File: src/rtl/cpu_pkg.sv
// rtl/cpu_pkg.sv - shared defaults and helpers for the fetch/decode instruction queue
//
// Purpose : default datapath widths, the NOP word driven by an empty queue,
//           and a pointer-width helper shared by the queue and its storage.
// Ports   : none (package).
package cpu_pkg;

  localparam int DEFAULT_DATA_WIDTH = 32;
  localparam int DEFAULT_ADDR_WIDTH = 32;

  // Word presented to decode when nothing is queued.
  localparam logic [31:0] DEFAULT_NOP_WORD = 32'h0000_0000;

  // Width of a pointer that indexes DEPTH entries; never narrower than 1 bit.
  function automatic int ptr_width(input int depth);
    return (depth > 1) ? $clog2(depth) : 1;
  endfunction

endpackage

File: src/rtl/iq_storage.sv
// rtl/iq_storage.sv - register array holding queued {instruction, PC} entries
//
// Purpose : DEPTH x WIDTH storage with one synchronous write port and one
//           asynchronous read port. The array is deliberately not reset;
//           validity is tracked by the queue's count, not by the contents.
// Ports   : clk      - rising-edge clock
//           we_i     - write enable
//           waddr_i  - write index
//           wdata_i  - write data
//           raddr_i  - read index
//           rdata_o  - read data (combinational from raddr_i)
module iq_storage
  import cpu_pkg::*;
#(
  parameter int WIDTH = 64,
  parameter int DEPTH = 4,
  parameter int AW    = ptr_width(DEPTH)
) (
  input  logic             clk,
  input  logic             we_i,
  input  logic [AW-1:0]    waddr_i,
  input  logic [WIDTH-1:0] wdata_i,
  input  logic [AW-1:0]    raddr_i,
  output logic [WIDTH-1:0] rdata_o
);

  logic [WIDTH-1:0] mem_q [DEPTH];

  always_ff @(posedge clk) begin
    if (we_i) begin
      mem_q[waddr_i] <= wdata_i;
    end
  end

  assign rdata_o = mem_q[raddr_i];

endmodule

File: src/rtl/instr_queue.sv
// rtl/instr_queue.sv - DEPTH-entry instruction queue between fetch and decode
//
// Purpose : buffers {instruction, PC} pairs so fetch can run ahead of a
//           stalled decode; valid/ready handshake on both sides and a
//           synchronous flush for branch/jump redirects.
// Ports   : clk        - rising-edge clock
//           rst        - asynchronous active-high reset
//           flush      - discard all entries at the next edge
//           in_valid   - fetch presents in_instr/in_pc
//           in_ready   - queue can accept a word (decoded from count only)
//           in_instr   - fetched instruction
//           in_pc      - PC of the fetched instruction
//           out_valid  - head entry is valid
//           out_ready  - decode consumes the head
//           out_instr  - head instruction, NOP_WORD when empty
//           out_pc     - head PC, zero when empty
//           count      - number of occupied entries
module instr_queue
  import cpu_pkg::*;
#(
  parameter int                    DATA_WIDTH = DEFAULT_DATA_WIDTH,
  parameter int                    ADDR_WIDTH = DEFAULT_ADDR_WIDTH,
  parameter int                    DEPTH      = 4,
  parameter logic [DATA_WIDTH-1:0] NOP_WORD   = DATA_WIDTH'(DEFAULT_NOP_WORD)
) (
  input  logic                       clk,
  input  logic                       rst,
  input  logic                       flush,
  input  logic                       in_valid,
  output logic                       in_ready,
  input  logic [DATA_WIDTH-1:0]      in_instr,
  input  logic [ADDR_WIDTH-1:0]      in_pc,
  output logic                       out_valid,
  input  logic                       out_ready,
  output logic [DATA_WIDTH-1:0]      out_instr,
  output logic [ADDR_WIDTH-1:0]      out_pc,
  output logic [$clog2(DEPTH):0]     count
);

  localparam int PW = ptr_width(DEPTH);
  localparam int CW = PW + 1;
  localparam int EW = DATA_WIDTH + ADDR_WIDTH;

  localparam logic [CW-1:0] FULL_COUNT = CW'(DEPTH);
  localparam logic [CW-1:0] CNT_ONE    = CW'(1);
  localparam logic [PW-1:0] PTR_ONE    = PW'(1);

  logic [PW-1:0] wr_ptr_q, wr_ptr_d;
  logic [PW-1:0] rd_ptr_q, rd_ptr_d;
  logic [CW-1:0] count_q,  count_d;

  logic          push;
  logic          pop;
  logic [EW-1:0] rd_entry;

  // in_ready depends on the registered count alone, so a full queue refuses
  // a push even while it is popping; this keeps out_ready off the fetch path.
  assign in_ready  = (count_q != FULL_COUNT);
  assign out_valid = (count_q != '0);

  assign push = in_valid && in_ready;
  assign pop  = out_valid && out_ready;

  always_comb begin
    wr_ptr_d = wr_ptr_q;
    rd_ptr_d = rd_ptr_q;
    count_d  = count_q;
    if (flush) begin
      // Redirect wins over any handshake in the same cycle.
      wr_ptr_d = '0;
      rd_ptr_d = '0;
      count_d  = '0;
    end else begin
      if (push) begin
        wr_ptr_d = wr_ptr_q + PTR_ONE;
      end
      if (pop) begin
        rd_ptr_d = rd_ptr_q + PTR_ONE;
      end
      case ({push, pop})
        2'b10:   count_d = count_q + CNT_ONE;
        2'b01:   count_d = count_q - CNT_ONE;
        default: count_d = count_q;
      endcase
    end
  end

  always_ff @(posedge clk or posedge rst) begin
    if (rst) begin
      wr_ptr_q <= '0;
      rd_ptr_q <= '0;
      count_q  <= '0;
    end else begin
      wr_ptr_q <= wr_ptr_d;
      rd_ptr_q <= rd_ptr_d;
      count_q  <= count_d;
    end
  end

  // A word pushed during a flush is dropped, so it never reaches the array.
  iq_storage #(
    .WIDTH (EW),
    .DEPTH (DEPTH),
    .AW    (PW)
  ) u_storage (
    .clk     (clk),
    .we_i    (push && !flush),
    .waddr_i (wr_ptr_q),
    .wdata_i ({in_instr, in_pc}),
    .raddr_i (rd_ptr_q),
    .rdata_o (rd_entry)
  );

  assign out_instr = out_valid ? rd_entry[EW-1:ADDR_WIDTH]   : NOP_WORD;
  assign out_pc    = out_valid ? rd_entry[ADDR_WIDTH-1:0]    : '0;
  assign count     = count_q;

endmodule

File: config.mk
export PLATFORM = sky130hd
export DESIGN_NAME = instr_queue
export DESIGN_NICKNAME = d
export VERILOG_FILES = /design/src/rtl/cpu_pkg.sv /design/src/rtl/iq_storage.sv /design/src/rtl/instr_queue.sv
export SDC_FILE = /design/constraint.sdc
export NUM_CORES = 1
export LEC_CHECK = 0
export ABC_AREA = 1
export CAP_MARGIN = 20
export CORE_AREA = 3 3 146 204
export DETAILED_ROUTE_END_ITERATION = 10
export DIE_AREA = 0 0 149 207
export GPL_TIMING_DRIVEN = 0
export PLACE_DENSITY = 0.68
export SETUP_SLACK_MARGIN = 0.02
export SYNTH_ARGS = -nofsm -noshare
export SYNTH_HDL_FRONTEND = slang
export SYNTH_SLANG_ARGS = --single-unit
File: constraint.sdc
create_clock -name clk -period 6.4 [get_ports clk]
set_clock_uncertainty 0.05 [all_clocks]
set_input_delay 1.28 -clock clk [delete_from_list [all_inputs] [get_ports clk]]
set_output_delay 1.28 -clock clk [all_outputs]
set_load 0.1 [all_outputs]
Word level (Yosys, flattened, before mapping) --
Memory sizes are Yosys's and may differ from the RTL's. Index checks and enable logic that the tools add are counted.
Operators by class: add/subtract/negate cells 4, reduce and logical (&&, ||, !) cells 8, multiplexer cells 10, equality and inequality tests 3
Operators with widths (number):
- 32-bit two-way mux | 2
- 2-bit two-way mux | 4
- 3-bit one-hot mux with 2 select lines | 1
- 3-bit nonzero test | 2
- 2-bit by 1-bit adder with 2-bit output, second input constant | 2
- 2-bit nonzero test | 2
- 3-bit by 1-bit adder with 3-bit output, second input constant | 1
- 1-bit logical AND | 3
- 3-bit two-way mux | 1
- 3-bit inequality test, second input constant | 1
- 3-bit by 1-bit subtractor with 3-bit output, second input constant | 1
- 2-bit by 1-bit equality test with 1-bit output, second input constant | 1
- 2-bit equality test, second input constant | 1
- 1-bit two-way mux | 2
- 1-bit zero test | 1
Word-level totals: RAM bits 256, memories kept 1, flip-flop bits (word level) 7, word-level logic and storage cells 29, bits of input ports 69
Memory list:
- u_storage.mem_q | depth 4, bits a word 64, rd ports 1, clocked after memory_dff 0, write ports 1, RTL line iq_storage.sv:27 | logic [WIDTH-1:0] mem_q [DEPTH];

Logic depth before layout (Yosys ltp) --
Gate-level depths: netlist (run 1).
word-level depth 5, mapped depth 12, gate-level depth less buffers 12

Modules after synthesis --
A second synthesis (run 1) with hierarchy kept.
Second synthesis, totals: cells, all modules 1200, area total of the unflattened synthesis 11721.2 um^2
By module, submodules not included:
- iq_storage | area each 10761.6 um^2, cells each 1010, times used 1, sequential area each 7687.4 um^2
- instr_queue | area each 959.7 um^2, cells each 190, times used 1, sequential area each 175.2 um^2

Worst setup path before layout (run 1) --
Ideal clock, no wire load.
kind flip-flop to flip-flop, start point register count_q[1] (netlist: count[1]), end point memory u_storage.mem_q[0][0] (enable), buffers on the path 0, data arrival time 4925 ps, setup time 486 ps, cell stages (with the launch flop) 7, setup slack 939 ps, path through dfrtp_1 > nor2_1 > nand2_1 > nand2_2 > inv_1 > nand2_1 > nor2_1
Between the ends: longest elaborated chain between the ends 5
RTL lines:
- start: declaration | RTL line instr_queue.sv:50 | logic [CW-1:0] count_q, count_d;
- start signal: assignment | RTL line instr_queue.sv:96 | count_q <= count_d;
- 3-bit inequality test | RTL line instr_queue.sv:58 | assign in_ready = (count_q != FULL_COUNT);
- net in_ready | RTL line instr_queue.sv:30 | output logic in_ready,
- 1-bit logical AND | RTL line instr_queue.sv:61 | assign push = in_valid && in_ready;
- 1-bit logical AND | RTL line instr_queue.sv:107 | .we_i (push && !flush),
- 1-bit two-way mux | RTL line iq_storage.sv:30 | if (we_i) begin
- 1-bit two-way mux (implied by the code) | RTL line iq_storage.sv:31 | mem_q[waddr_i] <= wdata_i;
- end: declaration | RTL line iq_storage.sv:27
The timed path passes the listed nets, and every way through them passes these cells.

Worst setup path after layout (run 1) --
start point register rd_ptr_q[0], end point output port out_pc[2]
Between the ends: longest elaborated chain between the ends 2
RTL lines:
- start: declaration | RTL line instr_queue.sv:49 | logic [PW-1:0] rd_ptr_q, rd_ptr_d;
- start signal: assignment | RTL line instr_queue.sv:95 | rd_ptr_q <= rd_ptr_d;
- memory read 4 x 64 bit
- 32-bit two-way mux | RTL line instr_queue.sv:115 | assign out_pc = out_valid ? rd_entry[ADDR_WIDTH-1:0] : '0;
- end: declaration | RTL line instr_queue.sv:36 | output logic [ADDR_WIDTH-1:0] out_pc,
Every way passes these cells.

==> flow_summary_export.csv, run 1 <==
group,metric,value,unit
placement,dp_hpwl,16200,µm
floorplanning,ios,138,
run,maxCapViolations,0,
cells_and_area,nFillCells,2543,
setup_path,path_cells,"inv_2, buf_4, clkbuf_1, o21ai_0, a21oi_1, clkdlybuf4s50_1",
floorplanning,die_area,30800,µm²
drt,drtIter0Drc,385,
synth,synth_top_area_cell,"edfxtp_1",
clock_network,numCtsBuffers,25,
global_route,antenna_found_initial,1,
setup_path,cp-end-kind,"output port",
timing,worst_hold_slack,0.515,ns
clock_network,clkTransAtPathRegs,0.06,ns
clock_network,cts-root-buf,"clkbuf_16",
setup_path,worstPathRequired,5.07,ns
cells_and_area,final_common_cell,"nor2_1",
global_route,grt_pass1_wl,38400,µm
global_route,grt_start_max_net_pins,29,
drt,vias_per_cell,4.85,
clock_network,cts_resized,0,
setup_path,worstSetupPathType,"reg -> out",
clock_network,cts_tree,"yes",
timing,max_freq,0.216,GHz
timing,slew_viol_final,0,
setup_path,slowest_stage,"clkdlybuf4s50_1",
synth,syn-num-nets,892,
clock_network,clock_sinks,263,
synth,ys_ff_latch,263,
cells_and_area,multi_input_area,2190,µm²
status,status,"finished, final reports clean",
timing,tightest_slew,1.07,ns
synth,synth_area_leaders,"edfxtp_1 74%, nor2_1 9.5%, o21ai_0 6.1%",
drt,ant_nets,0,
placement,io_buffer_count,137,
global_route,grt_overflow,0,
timing,post-route-period-util,0.722,
drt,drc_errors,0,
timing,finalSetupViolations,0,
floorplanning,coreArea,28300,µm²
placement,place.gp.congestion,0.774,
synth,ys_types,22,
timing,setup-tns-final,0,ns
drt,route.vias.total,6718,
floorplanning,std_cell_rows,73,
synth,syn_area_per_cell,12.7,µm²
clock_network,clk_latency,0.51,ns
cells_and_area,final_util,0.465,
synth,synth_top_area_frac,0.743,
timing,slew_headroom,0.282,
cells_and_area,final_layout_size_suffix_gt1_frac,0.0763,
cells_and_area,final_nets,1065,
drt,routedWlPerCell,17.8,µm
cells_and_area,syn_to_final_growth,27.3,%
clock_network,h-tree-depth,1,
synth,yosys_warnings,0,
synth,syn_area,10400,µm²
setup_path,crit_fanout,10,
min_path,hp-class,"reg -> reg",
floorplanning,start_util,0.366,
synth,synthCells,818,
setup_path,slowest_delay,1.19,ns
setup_path,setup.worst_path.start_class,"flop",
setup_path,cp.arrival,3.29,ns
cells_and_area,layout_common_cells,"257 x nor2_1, 256 x edfxtp_1, 137 x clkdlybuf4s50_1",
timing,grt_setup_unrepaired,"no",
floorplanning,die_w,149,µm
timing,period_minus_slack,4.62,ns
global_route,grt_pass1_vias,6876,
clock_network,hold_buffers,0,
drt,wl,24700,µm
drt,dr.pass1.iters,5,
clock_network,cts_setup_buffers,0,
synth,ys_seq_area_frac,0.759,
timing,finalHoldViolCount,0,
clock_network,clock_path_buffers,3,
global_route,grt_usage,0.159,
floorplanning,die_h,207,µm
cells_and_area,seq_area,7860,µm²
## through the flow
step                      setup WS (ns)  cells  area (µm²)
after global routing               1.56   1385       13200
after CTS                          1.67   1384       13200
after global placement            -1.07   1330       12200
final                              1.78   1385       13200
after floorplan                   0.939    818       10400
after detailed placement           2.23   1339       12400
## layer usage
layer	routed length [µm]	vias to the layer above	global-route usage	share of wire
met1	9660	3238	0.192	0.39
met4	721	0	0.0531	0.029
li1	-	3239	-	-
met3	1340	43	0.0239	0.054
met2	13000	198	0.287	0.53
met5	0	-	0	0
## flip-flops by register name (all words and copies together) (netlist names)
| name | flops |
|---|---|
| rd_ptr_q | 2 |
| count | 3 |
| u_storage.mem_q | 256 |
| wr_ptr_q | 2 |
## final timing paths
path | from | to | slack, ns | cells after the start
setup / recovery | rd_ptr_q[0]$_DFFE_PP0P_ | out_pc[2] | 1.78 | 6
hold / removal | count[1]$_DFFE_PP0P_ | count[1]$_DFFE_PP0P_ | 0.51 | 2
setup reg to reg | count[0]$_DFFE_PP0P_ | u_storage.mem_q[0][57]$_DFFE_PP_ | 3.79 | 9
hold reg to reg | count[1]$_DFFE_PP0P_ | count[1]$_DFFE_PP0P_ | 0.51 | 2
max in group asynchronous | rst | rd_ptr_q[0]$_DFFE_PP0P_ | 5.13 | 2
min in group asynchronous | rst | wr_ptr_q[0]$_DFFE_PP0P_ | 0.96 | 2
## final cells by class
type                       count  area share
sequential                   263       0.597
multi-input combinational    491       0.167
timing repair buffer         146       0.121
clock buffer                  36      0.0506
tap                          375      0.0356
buffer                        48      0.0201
clock inverter                 9     0.00484
inverter                      16     0.00456
antenna                        1    0.000190
## critical path, delay by kind of cell (launching register included)
family | cells | cell delay, ns
buf+inv | 4 | 1.88
compound gates | 2 | 0.44
flops | 1 | 0.44
## synthesized netlist by cell type
master / count
o21ai_1: 4
nand3_1: 5
buf_1: 6
a21oi_1: 67
buf_6: 2
ha_1: 4
fa_1: 1
o21ai_0: 127
edfxtp_1: 256
xnor2_1: 1
nand2_2: 2
inv_1: 13
inv_2: 2
nor2_2: 1
nand2_1: 17
clkinv_1: 1
buf_4: 14
dfrtp_1: 7
clkbuf_1: 12
nor2_1: 261
buf_2: 14
nand3b_1: 1
## cell families after synthesis
| group | after synthesis | share of synthesized area |
|---|---|---|
| adders and majority gates | 5 | 0.00677 |
| buffers and inverters | 64 | 0.0314 |
| xor gates and xnor gates | 1 | 0.000846 |
| AOI/OAI and AO/OA | 198 | 0.0957 |
| DFF | 263 | 0.759 |
| and+or+nand+nor | 287 | 0.106 |
Power of run 1 is not shown: default switching activity piles up to over one toggle a cycle in this logic, so the estimate is an artifact.
==> run 2: changes to the inputs <==
- PLACE_DENSITY: 0.68 -> 0.7
- clock period: 6.4 -> 4 ns (I/O delays scaled with it)
==> run 2 against run 1 <==
Effect of this change: via count up 0.21%; setup slack worse by 1.6 ns; final cell count down 0.36%; worst hold slack worse by 0.036 ns; register-to-register slack worse by 2.4 ns; sequential share of layout area up 0.86 points; first-iteration DRC count up 28%; utilization down 0.66 points; critical path type unchanged; highest routed layer is now met5.
==> flow_summary_export.csv, run 2 (synthesis gave the netlist of run 1 again) <==
group,metric,value,unit
setup_path,cp.arrival,2.98,ns
timing,setup_slack,0.167,ns
timing,tightest_slew,0.995,ns
placement,place_ws,0.183,ns
setup_path,r2r_slack,1.43,ns
global_route,grt_start_max_net_pins,27,
cells_and_area,multi_input_area,2190,µm²
clock_network,clock_path_buffers,3,
timing,period_minus_slack,3.83,ns
setup_path,crit_fanout,10,
timing,finalSetupViolations,0,
clock_network,clk_latency,0.52,ns
cells_and_area,final_nets,1064,
floorplanning,die_h,207,µm
drt,drtIter0Drc,494,
timing,finalHoldViolCount,0,
cells_and_area,final_util,0.459,
global_route,grt_usage,0.159,
timing,post-route-period-util,0.958,
cells_and_area,seq_area,7860,µm²
status,status,"finished, final reports clean",
setup_path,setup.worst_path.end,"out_pc[2]",
run,maxCapViolations,0,
placement,io_buffer_count,137,
timing,slew_headroom,0.340,
clock_network,cts-root-buf,"clkbuf_16",
global_route,grt_pass1_vias,6817,
floorplanning,ios,138,
global_route,grt_overflow,0,
setup_path,setup.worst_path.start_class,"flop",
placement,dp_hpwl,16200,µm
drt,routedWlPerCell,18.1,µm
cells_and_area,nFillCells,2589,
cells_and_area,layout_common_cells,"257 x nor2_1, 256 x edfxtp_1, 127 x o21ai_0",
setup_path,rr_startpoint,"count[0]$_DFFE_PP0P_",
drt,route.vias.total,6732,
timing,slew_viol_final,0,
setup_path,reg2reg_to,"u_storage.mem_q[3][9]$_DFFE_PP_",
global_route,grt_pass1_wl,38400,µm
min_path,hp-class,"in -> async",
global_route,antenna_found_initial,1,
cells_and_area,syn_to_final_growth,25.4,%
drt,ant_nets,0,
floorplanning,die_w,149,µm
drt,wl,25000,µm
clock_network,numCtsBuffers,25,
clock_network,h-tree-depth,1,
clock_network,cts_setup_buffers,0,
timing,grt_setup_unrepaired,"no",
clock_network,hold_buffers,0,
drt,drc_errors,0,
floorplanning,start_util,0.366,
clock_network,clock_sinks,263,
drt,vias_per_cell,4.88,
cells_and_area,top_register,"u_storage.mem_q",
cells_and_area,diodes,0,
timing,max_freq,0.261,GHz
setup_path,ff2ff_path_depth,8,
cells_and_area,final_layout_size_suffix_gt1_frac,0.0955,
cells_and_area,final_common_cell,"nor2_1",
floorplanning,coreArea,28300,µm²
setup_path,cp-end-kind,"output port",
clock_network,cts_tree,"yes",
placement,place.gp.congestion,0.734,
floorplanning,die_area,30800,µm²
cells_and_area,largest_reg_flops,256,
clock_network,clkTransAtPathRegs,0.06,ns
setup_path,crit_start,"rd_ptr_q[0]$_DFFE_PP0P_",
setup_path,worstPathRequired,3.15,ns
drt,dr.pass1.iters,5,
floorplanning,std_cell_rows,73,
setup_path,worstSetupPathType,"reg -> out",
==> run 2: cell types whose count changed in the layout (fill, tap and decap cells not counted), sizes merged <==
cell / before / now
inv: 15 / 17
clkdlybuf4s50: 137 / 73
clkbuf: 48 / 56
diode: 1 / 0
dlygate4sd2: 0 / 43
bufinv: 1 / 0
clkdlybuf4s15: 0 / 5
clkinv: 9 / 13
buf: 45 / 44
==> run 2: metal layers <==
metal	GRT usage	up-vias	part of all wire
met1	0.191	3287	0.39
met5	0	-	0.00028
li1	-	3234	-
met4	0.0458	2	0.017
met3	0.0241	33	0.050
met2	0.293	176	0.54
==> run 2: timing repair <==
action / in CTS / in global routing
hold endpoints to repair: 0 / 0
endpoints found under the setup margin: 64 / 20
resized for setup: 67 / 35
pin swaps: 0 / 0
==> run 2: area by class of cell <==
type | count | area share
sequential | 263 | 0.605
multi-input combinational | 491 | 0.169
timing repair buffer | 145 | 0.109
clock buffer | 28 | 0.0490
tap | 375 | 0.0361
buffer | 48 | 0.0204
clock inverter | 14 | 0.00588
inverter | 16 | 0.00462
==> run 2: worst min path at each step <==
| stage | startpoint | end | slack (ns) | cells after the start |
|---|---|---|---|---|
| final | rst | wr_ptr_q[1]$_DFFE_PP0P_ | 0.48 | 2 |
| after global routing | rst | wr_ptr_q[1]$_DFFE_PP0P_ | 0.51 | 2 |
| after CTS | rst | count[1]$_DFFE_PP0P_ | 0.47 | 2 |
| after detailed placement | count[1]$_DFFE_PP0P_ | count[1]$_DFFE_PP0P_ | 0.52 | 2 |
| after global placement | count[1]$_DFFE_PP0P_ | count[1]$_DFFE_PP0P_ | 0.51 | 2 |
| after floorplan | wr_ptr_q[1]$_DFFE_PP0P_ | wr_ptr_q[1]$_DFFE_PP0P_ | 0.53 | 2 |
==> run 2: worst max-delay path, stage by stage, from the launching register on <==
cell and delay (ns):
dfrtp_1 0.45, inv_2 0.10, buf_4 0.21, clkbuf_1 0.40
o21ai_0 0.17, a21oi_1 0.23, dlygate4sd2_1 0.89
==> run 2: metrics by stage <==
stage | setup TNS, ns | cell area [µm²] | hold slack, ns | cells
after floorplan | -36.66 | 10400 | 0.529 | 818
after global placement | 0 | 12200 | 0.507 | 1330
after detailed placement | 0 | 12400 | 0.518 | 1338
after CTS | 0 | 13000 | 0.472 | 1380
after global routing | 0 | 13000 | 0.505 | 1380
final | 0 | 13000 | 0.479 | 1380
Power of run 2 is left out for the same reason.
